<file path="src/rtl/div_n_or_n1_if.sv">
// rtl/div_n_or_n1_if.sv - control/status bundle for the dual-modulus clock divider
interface div_n_or_n1_if #(
    parameter int WIDTH  = 4,
    parameter int PCNT_W = 8
);
    logic              en;
    logic [WIDTH-1:0]  div_n;
    logic              mod;
    logic              clk_out;
    logic              tc;
    logic [WIDTH:0]    ratio_o;
    logic [PCNT_W-1:0] pcnt;

    modport master (
        output en, div_n, mod,
        input  clk_out, tc, ratio_o, pcnt
    );

    modport slave (
        input  en, div_n, mod,
        output clk_out, tc, ratio_o, pcnt
    );
endinterface

</file>
<file path="src/rtl/div_n_or_n1.sv">
// rtl/div_n_or_n1.sv - divide clk_in by N or N+1, ratio switched only at period boundaries
module div_n_or_n1 #(
    parameter int WIDTH  = 4,
    parameter int PCNT_W = 8
) (
    input  logic          clk_in,
    input  logic          rst,
    div_n_or_n1_if.slave  bus
);
    localparam int RW = WIDTH + 1;

    typedef enum logic {
        ST_IDLE = 1'b0,
        ST_RUN  = 1'b1
    } state_t;

    state_t            state_q, state_d;
    logic [RW-1:0]     cnt_q, cnt_d;
    logic [RW-1:0]     r_lat_q, r_lat_d;
    logic              clk_out_q, clk_out_d;
    logic              tc_q, tc_d;
    logic [PCNT_W-1:0] pcnt_q, pcnt_d;

    logic [RW-1:0]     neff;
    logic [RW-1:0]     r_new;
    logic [RW:0]       hi;
    logic [RW:0]       cnt_inc;
    logic              period_end;

    // Extra bit on hi/cnt_inc keeps R = 2^WIDTH from wrapping.
    always_comb begin
        neff       = ({1'b0, bus.div_n} < RW'(2)) ? RW'(2) : {1'b0, bus.div_n};
        r_new      = neff + RW'(bus.mod);
        hi         = ({1'b0, r_lat_q} + (RW+1)'(1)) >> 1;
        cnt_inc    = {1'b0, cnt_q} + (RW+1)'(1);
        period_end = (cnt_q == (r_lat_q - RW'(1)));
    end

    always_comb begin
        state_d   = state_q;
        cnt_d     = cnt_q;
        r_lat_d   = r_lat_q;
        clk_out_d = clk_out_q;
        tc_d      = 1'b0;
        pcnt_d    = pcnt_q;

        if (bus.en) begin
            case (state_q)
                ST_IDLE: begin
                    state_d   = ST_RUN;
                    cnt_d     = '0;
                    r_lat_d   = r_new;
                    clk_out_d = 1'b1;
                    tc_d      = 1'b1;
                end
                ST_RUN: begin
                    if (period_end) begin
                        cnt_d     = '0;
                        r_lat_d   = r_new;
                        clk_out_d = 1'b1;
                        tc_d      = 1'b1;
                        pcnt_d    = pcnt_q + PCNT_W'(1);
                    end else begin
                        cnt_d     = cnt_inc[RW-1:0];
                        clk_out_d = (cnt_inc < hi);
                    end
                end
                default: state_d = ST_IDLE;
            endcase
        end
    end

    always_ff @(posedge clk_in or posedge rst) begin
        if (rst) begin
            state_q   <= ST_IDLE;
            cnt_q     <= '0;
            r_lat_q   <= '0;
            clk_out_q <= 1'b0;
            tc_q      <= 1'b0;
            pcnt_q    <= '0;
        end else begin
            state_q   <= state_d;
            cnt_q     <= cnt_d;
            r_lat_q   <= r_lat_d;
            clk_out_q <= clk_out_d;
            tc_q      <= tc_d;
            pcnt_q    <= pcnt_d;
        end
    end

    assign bus.clk_out = clk_out_q;
    assign bus.tc      = tc_q;
    assign bus.ratio_o = r_lat_q;
    assign bus.pcnt    = pcnt_q;
endmodule

</file>
<file path="src/flat_wrapper.sv">
// flat-port wrapper written by rule: the top's interface ports become plain ports
module div_n_or_n1_flat 
#(
    parameter int WIDTH  = 4,
    parameter int PCNT_W = 8
)
  (clk_in, rst, bus_en, bus_div_n, bus_mod, bus_clk_out, bus_tc, bus_ratio_o, bus_pcnt);
  div_n_or_n1_if #(.WIDTH(WIDTH), .PCNT_W(PCNT_W)) bus_i ();
  input  logic clk_in;
  input  logic rst;
  input wire logic [$bits(bus_i.en)-1:0] bus_en;
  input wire logic [$bits(bus_i.div_n)-1:0] bus_div_n;
  input wire logic [$bits(bus_i.mod)-1:0] bus_mod;
  output wire logic [$bits(bus_i.clk_out)-1:0] bus_clk_out;
  output wire logic [$bits(bus_i.tc)-1:0] bus_tc;
  output wire logic [$bits(bus_i.ratio_o)-1:0] bus_ratio_o;
  output wire logic [$bits(bus_i.pcnt)-1:0] bus_pcnt;
  assign bus_i.en = bus_en;
  assign bus_i.div_n = bus_div_n;
  assign bus_i.mod = bus_mod;
  assign bus_clk_out = bus_i.clk_out;
  assign bus_tc = bus_i.tc;
  assign bus_ratio_o = bus_i.ratio_o;
  assign bus_pcnt = bus_i.pcnt;
  div_n_or_n1 #(.WIDTH(WIDTH), .PCNT_W(PCNT_W)) u_core (.clk_in(clk_in), .rst(rst), .bus(bus_i));
endmodule
</file>
<file path="config.mk">
export PLATFORM = sky130hd
export DESIGN_NAME = div_n_or_n1_flat
export DESIGN_NICKNAME = d
export VERILOG_FILES = /design/src/rtl/div_n_or_n1_if.sv /design/src/rtl/div_n_or_n1.sv /design/src/flat_wrapper.sv
export SDC_FILE = /design/constraint.sdc
export NUM_CORES = 1
export LEC_CHECK = 0
export BUFFER_PORTS_ARGS = -buffer_cell sky130_fd_sc_hd__buf_2
export CAP_MARGIN = 20
export CORE_UTILIZATION = 55
export CTS_CLUSTER_DIAMETER = 40
export DETAILED_ROUTE_END_ITERATION = 10
export PLACE_DENSITY = 0.86
export SETUP_SLACK_MARGIN = 0.2
export SLEW_MARGIN = 20
export SYNTH_ARGS = -nofsm -noshare
export SYNTH_HDL_FRONTEND = slang
export SYNTH_SLANG_ARGS = --single-unit
</file>
<file path="constraint.sdc">
create_clock -name clk_in -period 2.8 [get_ports clk_in]
set_input_delay 0.14 -clock clk_in [delete_from_list [all_inputs] [get_ports clk_in]]
set_output_delay 0.14 -clock clk_in [all_outputs]
set_load 0.01 [all_outputs]
</file>
==> run summary, run 1 <==
The number of placed I/O pins came out at 23. In this run the critical register-to-register path is launched from u_core.bus.ratio_o[0]. The minimum setup slack among reg-to-reg paths is 450 ps.

The number of synthesized register bits came out at 21. The total count of max-transition violations in the final report is 0. From synthesis to final layout, the design area changed by 10.8%. The full die area came out at 2630 um2. The number of clock buffers added by TritonCTS is 3. Measured against its own limit, the worst slew margin works out to 49.8%. The portion of the post-synthesis area used by sequential elements came out at 39.4%. Yosys attributes the largest share of cell area to sky130_fd_sc_hd__dfrtp_1 39%, sky130_fd_sc_hd__ha_1 9.4%, sky130_fd_sc_hd__xor2_1 8.5%.

In the synthesized netlist, the cells that appear most often are 21 x sky130_fd_sc_hd__dfrtp_1, 13 x sky130_fd_sc_hd__xor2_1, 12 x sky130_fd_sc_hd__nand3_1. The tree is rooted in a sky130_fd_sc_hd__clkbuf_4. The class of the most critical setup path is reg2reg. Yosys instantiated no cell more often than sky130_fd_sc_hd__dfrtp_1. For the pin with the worst max-slew slack, the measured transition is 752 ps. The worst hold path belongs to the class in2reg. The post-synthesis cell type with the largest combined area is sky130_fd_sc_hd__dfrtp_1.

The design draws 0.00138 W. The required time at the worst-slack endpoint is 2990 ps. The total negative setup slack is 0 ps. The worst reg2reg path depth came out at 7. The y dimension of the die came out at 51.2 um.

The endpoint class of the critical path is a flip-flop. The final weighted congestion in routability-driven placement came out at 0.925. Setup violations remaining at the end of the flow were counted as 0. Row generation in the floorplan step produced 17 rows. The number of endpoints with negative hold slack in the final report is 0.

The remaining antenna violation count came out at 0. Among all flip-flop cells after synthesis, the most frequent one is sky130_fd_sc_hd__dfrtp_1. The number of nets in the synthesized netlist is 147. Using the TritonRoute via totals, the vias-per-cell ratio works out to 5.80. After detailed routing, the average wire length per cell comes to 14.2 um. After detailed routing, the number of remaining DRC violations is 0. The count of cell types in the netlist is 35.

The total of max-cap violations came out at 0. The worst path arrival time came out at 2540 ps. The power density relative to cell area is 935 nW/um2.

Derived from the worst setup path, the maximum achievable clock frequency is 425 MHz. The via count of the routed design is 1,032. The worst register-to-register path ends at u_core.bus.ratio_o[4]. The initial cell density of the core is 59.2%.

The time the worst path needs with I/O delays and setup is 2350 ps. Synthesis produced 129 cells. The clock net sink count is 21.

The violation count after the first detailed-route iteration came out at 22. The fraction of the cycle the final worst path needs is 84.0%. The total grt overflow came out at 0. The via count of the first global-routing pass came out at 970. Entering global routing, the biggest net connects 22 pins. The number of synthesized flops with an enable pin is 0. After the last flow step, the layout net total stands at 169. The first global-routing pass estimated 4220 um of wire. The mean cell area of the mapped netlist is 10.3 um2.

The clock arrives with 7.25 ps of skew. Setup repair after global routing left no endpoint under its margin. During synthesis, Yosys emitted a total of 0 warnings. CTS built an H-tree with a depth of 1. The register clock-pin slew on the reported worst setup and hold paths came out at 110 ps. The fraction of post-synthesis cell area in the top cell type by area came out at 39.4%. The largest fanout on the critical path is 12. The initial antenna violation count was 0. The run finished with clean final reports. The worst setup path is launched from a flip-flop. The highest ir drop seen on vdd came out at 0.781 mV.

The number of post-CTS setup repair buffers came out at 0. The CTS tree is yes. The endpoint of the worst setup timing path is u_core.bus.ratio_o[4].

The antenna diode count came out at 0. The static leakage power came out at 0.765 nW. The deepest clock path buffer count came out at 2. The clock latency reported for the late side of the worst-skew pair is 300 ps. The number of port buffers came out at 22. The cell depth of the worst hold path is 2. From left edge to right edge, the die measures 51.2 um. The layout cell share with drive strength beyond 1 came out at 24.0%. The placed wire-length estimate after detailed placement came out at 1990 um. The post-synthesis cell area came out at 1330 um2.

The startpoint of the most critical setup path is u_core.bus.ratio_o[0]. The total detailed-routing wirelength came out at 2530 um. The total iterations of the first detailed-routing run is 4. The proportion of synthesized flip-flops having asynchronous set or reset came out at 100%. The combined global-route utilization of all metal layers came out at 22.5%. The region available for standard cell placement spans 2250 um2.
metrics by stage:
stage	util [%]	setup WS (ps)	hold slack, ps	instances	cell area (um2)
after floorplan	-	727	117	129	1330
after global placement	63.9	476	293	173	1440
after detailed placement	63.9	318	308	173	1440
after CTS	65.5	308	173	178	1480
after global routing	65.5	329	190	178	1480
final	65.5	449	178	178	1480
worst min path at each step:
stage | start | endpoint | slack [ps]
finish | bus_en | u_core.cnt_q[0] | 180
CTS | bus_en | u_core.cnt_q[0] | 170
detailed placement | rst | u_core.bus.ratio_o[4] | 310
floorplan | rst | u_core.bus.clk_out | 120
global placement | rst | u_core.bus.tc | 290
global route | bus_en | u_core.cnt_q[4] | 190
cells by family (layout without fill, tap and decap cells):
logic type               after synthesis  after routing  share of synthesized area [%]
AND/OR/NAND/NOR                       39             39                           17.8
XOR/XNOR                              21             21                           13.8
multiplexers                           7              7                           5.82
AO/OA/AOI/OAI                         17             17                           8.63
adder cells (fa/ha/maj)               10             10                           9.38
buffers and inverters                 14             35                           5.16
flip-flops                            21             21                           39.4
critical path, stage by stage (launching register included):
cell                       delay [ps]
sky130_fd_sc_hd__dfrtp_1          490
sky130_fd_sc_hd__inv_1             80
sky130_fd_sc_hd__ha_1             330
sky130_fd_sc_hd__xor2_1           150
sky130_fd_sc_hd__o211ai_1         100
sky130_fd_sc_hd__a311o_2          500
sky130_fd_sc_hd__a21bo_2          310
sky130_fd_sc_hd__mux2_2           290
area by class of cell:
class                           count  area (um2)
Clock buffer                        4        26.3
Fill cell                         204         777
Inverter                            8        30.0
Multi-Input combinational cell     94         741
Sequential cell                    21         526
Tap cell                           28        35.0
Timing Repair Buffer               23         120
layout by cell type (no fill, tap or decap), drive strengths merged, types with 4 or more instances in the layout:
master  synthesis  routed
nor3            5       5
nand2           6       6
xor2           13      13
inv             8       8
nor2            4       4
nand3          12      12
mux2            6       6
xnor2           8       8
o21ai           5       5
buf             3      22
ha             10      10
clkbuf          3       4
dfrtp          21      21
routing by layer:
layer / part of all wire (%) / global-route usage (%)
met1: 45 / 27.7
met5: 0 / 0
met3: 3.8 / 5.06
met4: 1.1 / 9.91
met2: 50 / 37.7
repair_timing:
action                                  CTS  global route
endpoints found under the setup margin    0             5
resized for setup                         0             1
hold endpoints to repair                 21             0
hold buffers                              1             0
state kept, by name (all words and copies together) (netlist names):
register / count
u_core.bus.tc: 1
u_core.bus.clk_out: 1
u_core.state_q: 1
u_core.bus.pcnt: 8
u_core.bus.ratio_o: 5
u_core.cnt_q: 5
where the power goes:
| group | total [W] | leakage, nW | internal, W | switching (W) |
|---|---|---|---|---|
| Combinational | 0.000695 | 0.487 | 0.000347 | 0.000348 |
| Sequential | 0.000546 | 0.263 | 0.000393 | 0.000153 |
| Clock | 0.000140 | 0.0150 | 0.0000555 | 0.0000845 |
(Power assumes the default switching activity.)
==> run 2, diff against run 1 <==
- CORE_UTILIZATION: 55 -> 49
- PLACE_DENSITY: 0.86 -> 0.82
- clock period: 2.8 -> 2 ns (I/O delays scaled with it)
==> run 2 against run 1 <==
Via count is 6.1% higher. Fmax up 18%. Worst hold slack got worse by 43 ps. Combinational power rose by 110%. First-iteration DRC count shrank 36%. Worst setup slack lost 450 ps. Core utilization rose by 1.5 points. Count of clock-buffer cells in the layout decreased by 1. Flip-flop and latch count unchanged. Critical path type unchanged. Critical endpoint unchanged.
==> run summary, run 2 (synthesis results as in run 1) <==
For this run, the detailed router's first-pass iteration total came to 4. The via count of the first global-routing pass came out at 1,040. The via count of the routed design is 1,095. The register clock-pin slew on the reported worst setup and hold paths is 130 ps.

The worst register-to-register path has a setup slack of 3 ps. The count of standard-cell rows is 18. The buffer and inverter count on the worst path came out at 1.

The actual transition at the worst max-transition pin is 783 ps. The path with the worst hold slack has its endpoint at u_core.cnt_q[1]. The total count of max-transition violations in the final report is 0. The number of endpoints with negative hold slack in the final report is 0. In this run the critical register-to-register path is captured at u_core.bus.ratio_o[4]. The fraction of the core area covered by cells at the end of the flow came out at 67.1%.

In the global route stage, overall resource usage came out at 22.7%. The placed wire-length estimate after detailed placement is 2140 um. Data arrives at the worst endpoint at 2210 ps.

The library cell used most frequently in the layout, excluding fill and tap cells, is sky130_fd_sc_hd__buf_2. The total detailed-routing wirelength came out at 3000 um. Along the worst path, the maximum fanout reaches 6. The wire length of the first global-routing pass is 4640 um. The net count of the finished layout is 179.

TritonCTS built the clock tree. Along the worst hold path, the cell count comes to 2. The run finished with clean final reports. Across all hold checks on the routed design, the worst slack comes to 135 ps.

The largest clock skew in the final design is 7.37 ps. The worst setup path is launched from a flip-flop. The clock latency reported for the late side of the worst-skew pair is 310 ps. Relative to the synthesized area, the layout overhead comes to 26.8%. The average wire per cell in the routed design came out at 15.8 um.

The initial cell density of the core is 52.9%. The total placed instance area came out at 1520 um2. The slowest stage of the critical path is the sky130_fd_sc_hd__dfrtp_2 cell. For the finished layout, the period the worst path requires is 2000 ps.

The path class of the lowest-slack min-delay path is in2reg. The top cell types in the final layout, fill and taps aside, are 22 x sky130_fd_sc_hd__buf_2, 19 x sky130_fd_sc_hd__dfrtp_1, 12 x sky130_fd_sc_hd__xor2_1. The routed via count divided by cell count came out at 5.76. In this run the clock root is driven by a sky130_fd_sc_hd__clkbuf_4.

Traced cell by cell, the critical path runs through inv_2 -> ha_4 -> xor2_2 -> o211ai_1 -> a311o_1 -> a21bo_4 -> mux2_2. The register with the most flip-flops in the layout has 8 of them. Setup violations remaining at the end of the flow were counted as 0. The number of port buffers is 22. The maximum cell stage delay along the critical path is 410 ps. The power density relative to cell area is 1430 nW/um2. The longest clock path from root to sink contains 2 buffers. The total grt overflow came out at 0.

The number of fillers in the final layout came out at 183. In this run the number of H-tree levels came out at 1. For this design the top-level I/O count stands at 23. The full die area came out at 2930 um2. The post-layout instance area is 1690 um2.

The endpoint class of the critical path is a flip-flop. The required time at the worst-slack endpoint came out at 2210 ps. In this run the horizontal extent of the chip is 54.2 um. The violation count after the first detailed-route iteration is 14. Entering global routing, the biggest net connects 22 pins. The initial antenna violation count came out at 0. The DRC violation count after routing is 0. The number of cells on the worst reg-to-reg path is 7. The highest ir drop seen on vdd came out at 1.12 mV. Derived from the worst setup path, the maximum achievable clock frequency is 501 MHz. The worst pin sits at a relative slew slack of 47.8%. The final weighted congestion in routability-driven placement is 0.803. The family with the most delay on the worst path is compound AO/OA/AOI/OAI gates. The beginning of the worst hold path is bus_en. The remaining antenna violation count is 0.

The clock net sink count is 21. The antenna diode count is 0. The y dimension of the die came out at 54.2 um.

The layout cell share with drive strength beyond 1 is 41.9%. In this run the critical register-to-register path is launched from u_core.bus.ratio_o[0]. The number of cells after detailed placement is 182. By startpoint and endpoint, the worst setup path is classified as reg2reg. The static leakage power is 0.870 nW.

The area inside the core boundary is 2520 um2. The number of logic stages on the critical path including buffering came out at 7. Setup repair after global routing could not meet its margin everywhere. The total of max-cap violations came out at 0.

Excluding fillers, the count of instances in the completed layout stands at 190. Dividing the final minimum period by the clock period gives 99.9%. The completed layout was analyzed and its total power is 0.00241 W. Buffers inserted during clock tree synthesis total 3.
==> run 2: worst max path at each step <==
| stage | start | to | slack [ps] |
|---|---|---|---|
| finish | u_core.bus.ratio_o[0] | u_core.bus.ratio_o[4] | 3 |
| global route | u_core.cnt_q[0] | u_core.bus.clk_out | -80 |
| CTS | u_core.bus.ratio_o[0] | u_core.bus.ratio_o[3] | 5 |
| detailed placement | u_core.bus.ratio_o[1] | u_core.bus.ratio_o[0] | -20 |
| global placement | u_core.bus.ratio_o[0] | u_core.bus.clk_out | 50 |
| floorplan | u_core.bus.ratio_o[0] | u_core.bus.pcnt[1] | 90 |
==> run 2: cell type report <==
type                            count  area [um2]  share of cell area, %
Multi-Input combinational cell     94         866                   51.2
Clock buffer                        3        22.5                   1.33
Timing Repair Buffer               33         203                   12.0
Sequential cell                    21         528                   31.2
Tap cell                           30        37.5                   2.22
Clock inverter                      1        5.00                  0.296
Inverter                            8        30.0                   1.78
==> run 2: timing repair <==
item / CTS / global route
setup buffers: 2 / 1
resized for setup: 17 / 12
hold buffers: 1 / 0
pin swaps: 9 / 4
setup endpoints to repair: 19 / 19
hold endpoints to repair: 21 / 0
==> run 2: per-stage QoR <==
stage	TNS, ps	worst slack (ps)
floorplan	0	88.7
global placement	0	46.9
detailed placement	-92.3	-20.5
CTS	0	4.87
global route	-345	-81.0
finish	0	2.88
==> run 2: per-layer routing <==
| metal | share of wire, % | track usage (%) | vias to the layer above |
|---|---|---|---|
| li1 | - | - | 512 |
| met1 | 40 | 28.5 | 539 |
| met2 | 53 | 36.8 | 38 |
| met3 | 5.0 | 4.52 | 6 |
| met4 | 1.4 | 11.1 | 0 |
| met5 | 0 | 0 | - |
==> run 2: power by group <==
part	switching [W]	total (W)	internal (W)	leakage, nW
sequential	0.000176	0.000730	0.000554	0.261
combinational	0.000725	0.00147	0.000741	0.592
clock	0.000140	0.000215	0.0000748	0.0177
==> run 3, diff against run 2 <==
- CORE_UTILIZATION: 49 -> 59
- PLACE_DENSITY: 0.82 -> 0.91
- clock period: 2 -> 2.5 ns (I/O delays scaled with it)
==> run 3 against run 2 <==
Clock skew fell by 5.7 ps. Wire length down 12%. Total power down 33%. Flip-flop and latch count did not move. Cell count down 5.3%. Die area shrank 16%. Sequential power down 16%. Largest power group unchanged.
==> run summary, run 3 (synthesis results as in run 1) <==
The initial cell density of the core came out at 65.3%. The share of total power dissipated in the clock network is 9.9%. The minimum setup slack among reg-to-reg paths came out at 350 ps. The deepest clock path buffer count came out at 2.

The static leakage power came out at 0.778 nW. In this run the worst path has a maximum fanout of 7. The total of max-cap violations came out at 0. The wire length of the first global-routing pass came out at 4570 um.

The tree is rooted in a sky130_fd_sc_hd__clkbuf_4. The count of standard-cell rows came out at 16. The tightest min-delay check is of the in2reg type.

The endpoint identified for the worst register-to-register timing path is u_core.bus.pcnt[5]. The CTS tree is yes. Setup violations remaining at the end of the flow were counted as 0. Entering global routing, the biggest net connects 22 pins. Leaving out fill and tap cells, the most frequent cell in the layout is sky130_fd_sc_hd__buf_2.

In this run the most critical hold path is launched from bus_en. Per report_power, the sequential group accounts for 37.9% of the total. The violation count after the first detailed-route iteration came out at 23. The time the worst path needs with I/O delays and setup is 2150 ps. Detailed placement ended at an HPWL of 2000 um. In the layout the commonest cells are 22 x sky130_fd_sc_hd__buf_2, 19 x sky130_fd_sc_hd__dfrtp_1, 13 x sky130_fd_sc_hd__xor2_1. The relative max-transition margin is 50.3%. The clock net sink count is 21. The average wire per cell in the routed design came out at 14.7 um. The flip-flop count of the largest register after layout is 8. The routed via count divided by cell count came out at 5.66.

Summed over all layers, the global routing overflow is 0. The switching fraction of total power is 42.5%. The largest clock skew in the final design is 1.63 ps. By startpoint and endpoint, the worst setup path is classified as reg2reg. STA puts the critical path data required time at 2740 ps. The number of placed I/O pins came out at 23.

The via count of the routed design came out at 1,018. The internal power component is 0.000926 W. The number of H-tree levels came out at 1. For hold timing, the worst endpoint is u_core.cnt_q[0]. The power density relative to cell area is 1070 nW/um2. The clock latency reported for the late side of the worst-skew pair came out at 310 ps. The critical register-to-register path startpoint is u_core.bus.ratio_o[0].

The via count of the first global-routing pass came out at 993. The full die area is 2450 um2. The number of cells after detailed placement came out at 173. The achievable clock frequency is 465 MHz.

The final weighted congestion in routability-driven placement came out at 0.931. The total iterations of the first detailed-routing run is 4. The area inside the core boundary is 2040 um2. The initial antenna violation count came to 0. The total count of max-transition violations in the final report is 0.

0 antenna diodes ended up in the layout. The area added between synthesis and finish is 12.9%. The register clock-pin slew on the reported worst setup and hold paths came out at 100 ps. The combinational group share of total power came out at 52.2%. The cell depth of the worst hold path is 2. Across every metal layer, demand over resource in global routing totals 24.9%. The total number of nets in the final design is 172. The total negative setup slack is 0 ps. The number of endpoints with negative hold slack in the final report was 0. Setup repair after global routing left no endpoint under its margin. The actual transition at the worst max-transition pin came out at 744 ps.

Measured along the y axis, the die boundary spans 49.5 um. The power dissipated by switching net loads came out at 0.000685 W. The worst path arrival time came out at 2390 ps. After detailed routing, the total wire length is 2640 um. The finished layout holds 180 standard cells, fillers aside. The width of the chip came out at 49.5 um. STA classifies the critical path endpoint as a flip-flop. In the routed design, unresolved DRC markers number 0.

The number of port buffers is 22. The fraction of the cycle the final worst path needs is 86.0%. The highest ir drop seen on vdd came out at 0.762 mV.

The count of nets left with antenna violations once routing finished came out at 0. Counting the buffers created by CTS gives 3. The worst setup path is launched from a flip-flop. The flow ran to the end, and the final reports show no timing, DRC or antenna violations. The worst reg2reg path depth came out at 8. The layout cell share with drive strength beyond 1 is 27.5%.
## run 3: changes by cell type in the layout (fill, tap and decap cells not counted), moves of 3 or more
cell,before,now
sky130_fd_sc_hd__o21ai_1,5,1
sky130_fd_sc_hd__nor2_1,1,4
sky130_fd_sc_hd__o21ai_0,0,4
sky130_fd_sc_hd__nor3_1,1,4
sky130_fd_sc_hd__buf_4,8,3
## run 3: layer usage
metal  vias up  track usage [%]  share of wire [%]
met3         5             4.32                2.8
met2        19             41.9                 52
met4         0             9.52                1.6
met1       491             31.9                 44
li1        503                -                  -
met5         -                0                  0
## run 3: final cells by class
class | instances | area, um2
fillers | 144 | 536
flip-flops and latches | 21 | 528
well taps | 27 | 33.8
repair buffers | 26 | 143
inverters | 8 | 30.0
multi-input cells | 94 | 746
clock buffers | 4 | 26.3
## run 3: worst max-delay path, stage by stage (launching register included)
cell	delay [ps]
sky130_fd_sc_hd__dfrtp_2	460
sky130_fd_sc_hd__inv_1	70
sky130_fd_sc_hd__ha_1	210
sky130_fd_sc_hd__and4bb_1	240
sky130_fd_sc_hd__o211ai_1	90
sky130_fd_sc_hd__a311o_2	390
sky130_fd_sc_hd__buf_4	190
sky130_fd_sc_hd__nor4_4	270
sky130_fd_sc_hd__xor2_1	160
## run 3: metrics by stage
| step | utilization, % | power, W | cell area, um2 | hold slack, ps | worst slack [ps] |
|---|---|---|---|---|---|
| 2_1_floorplan | - | 0.00122 | 1330 | 102 | 427 |
| 3_3_place_gp | 70.8 | 0.00138 | 1450 | 284 | 330 |
| 3_5_place_dp | 70.8 | 0.00142 | 1450 | 300 | 229 |
| 4_1_cts | 72.6 | 0.00158 | 1480 | 144 | 203 |
| 5_1_grt | 73.8 | 0.00176 | 1510 | 178 | 185 |
| 6_report | 73.8 | 0.00161 | 1510 | 147 | 349 |
## run 3: worst max path at each step
stage	startpoint	endpoint	slack (ps)
6_report	u_core.bus.ratio_o[0]	u_core.bus.pcnt[5]	350
3_5_place_dp	u_core.bus.ratio_o[0]	u_core.bus.pcnt[6]	230
3_3_place_gp	u_core.bus.ratio_o[0]	u_core.bus.pcnt[7]	330
4_1_cts	u_core.bus.ratio_o[0]	u_core.bus.pcnt[6]	200
2_1_floorplan	u_core.bus.ratio_o[0]	u_core.bus.ratio_o[0]	430
5_1_grt	u_core.bus.ratio_o[1]	u_core.bus.pcnt[6]	180
## run 3: repair_timing
| item | 4_1_cts | 5_1_grt |
|---|---|---|
| hold buffers | 1 | 0 |
| endpoints found under the hold margin | 21 | 0 |
| setup buffers | 0 | 2 |
| setup endpoints to repair | 0 | 11 |
| gates resized for setup | 0 | 4 |
## run 3: power groups by stage
stage | Clock (W) | Sequential (W) | Combinational (W)
3_3_place_gp | 0 | 0.000603 | 0.000773
4_1_cts | 0.000163 | 0.000609 | 0.000808
2_1_floorplan | 0 | 0.000580 | 0.000637
3_5_place_dp | 0 | 0.000616 | 0.000800
6_report | 0.000160 | 0.000610 | 0.000841
5_1_grt | 0.000176 | 0.000632 | 0.000953
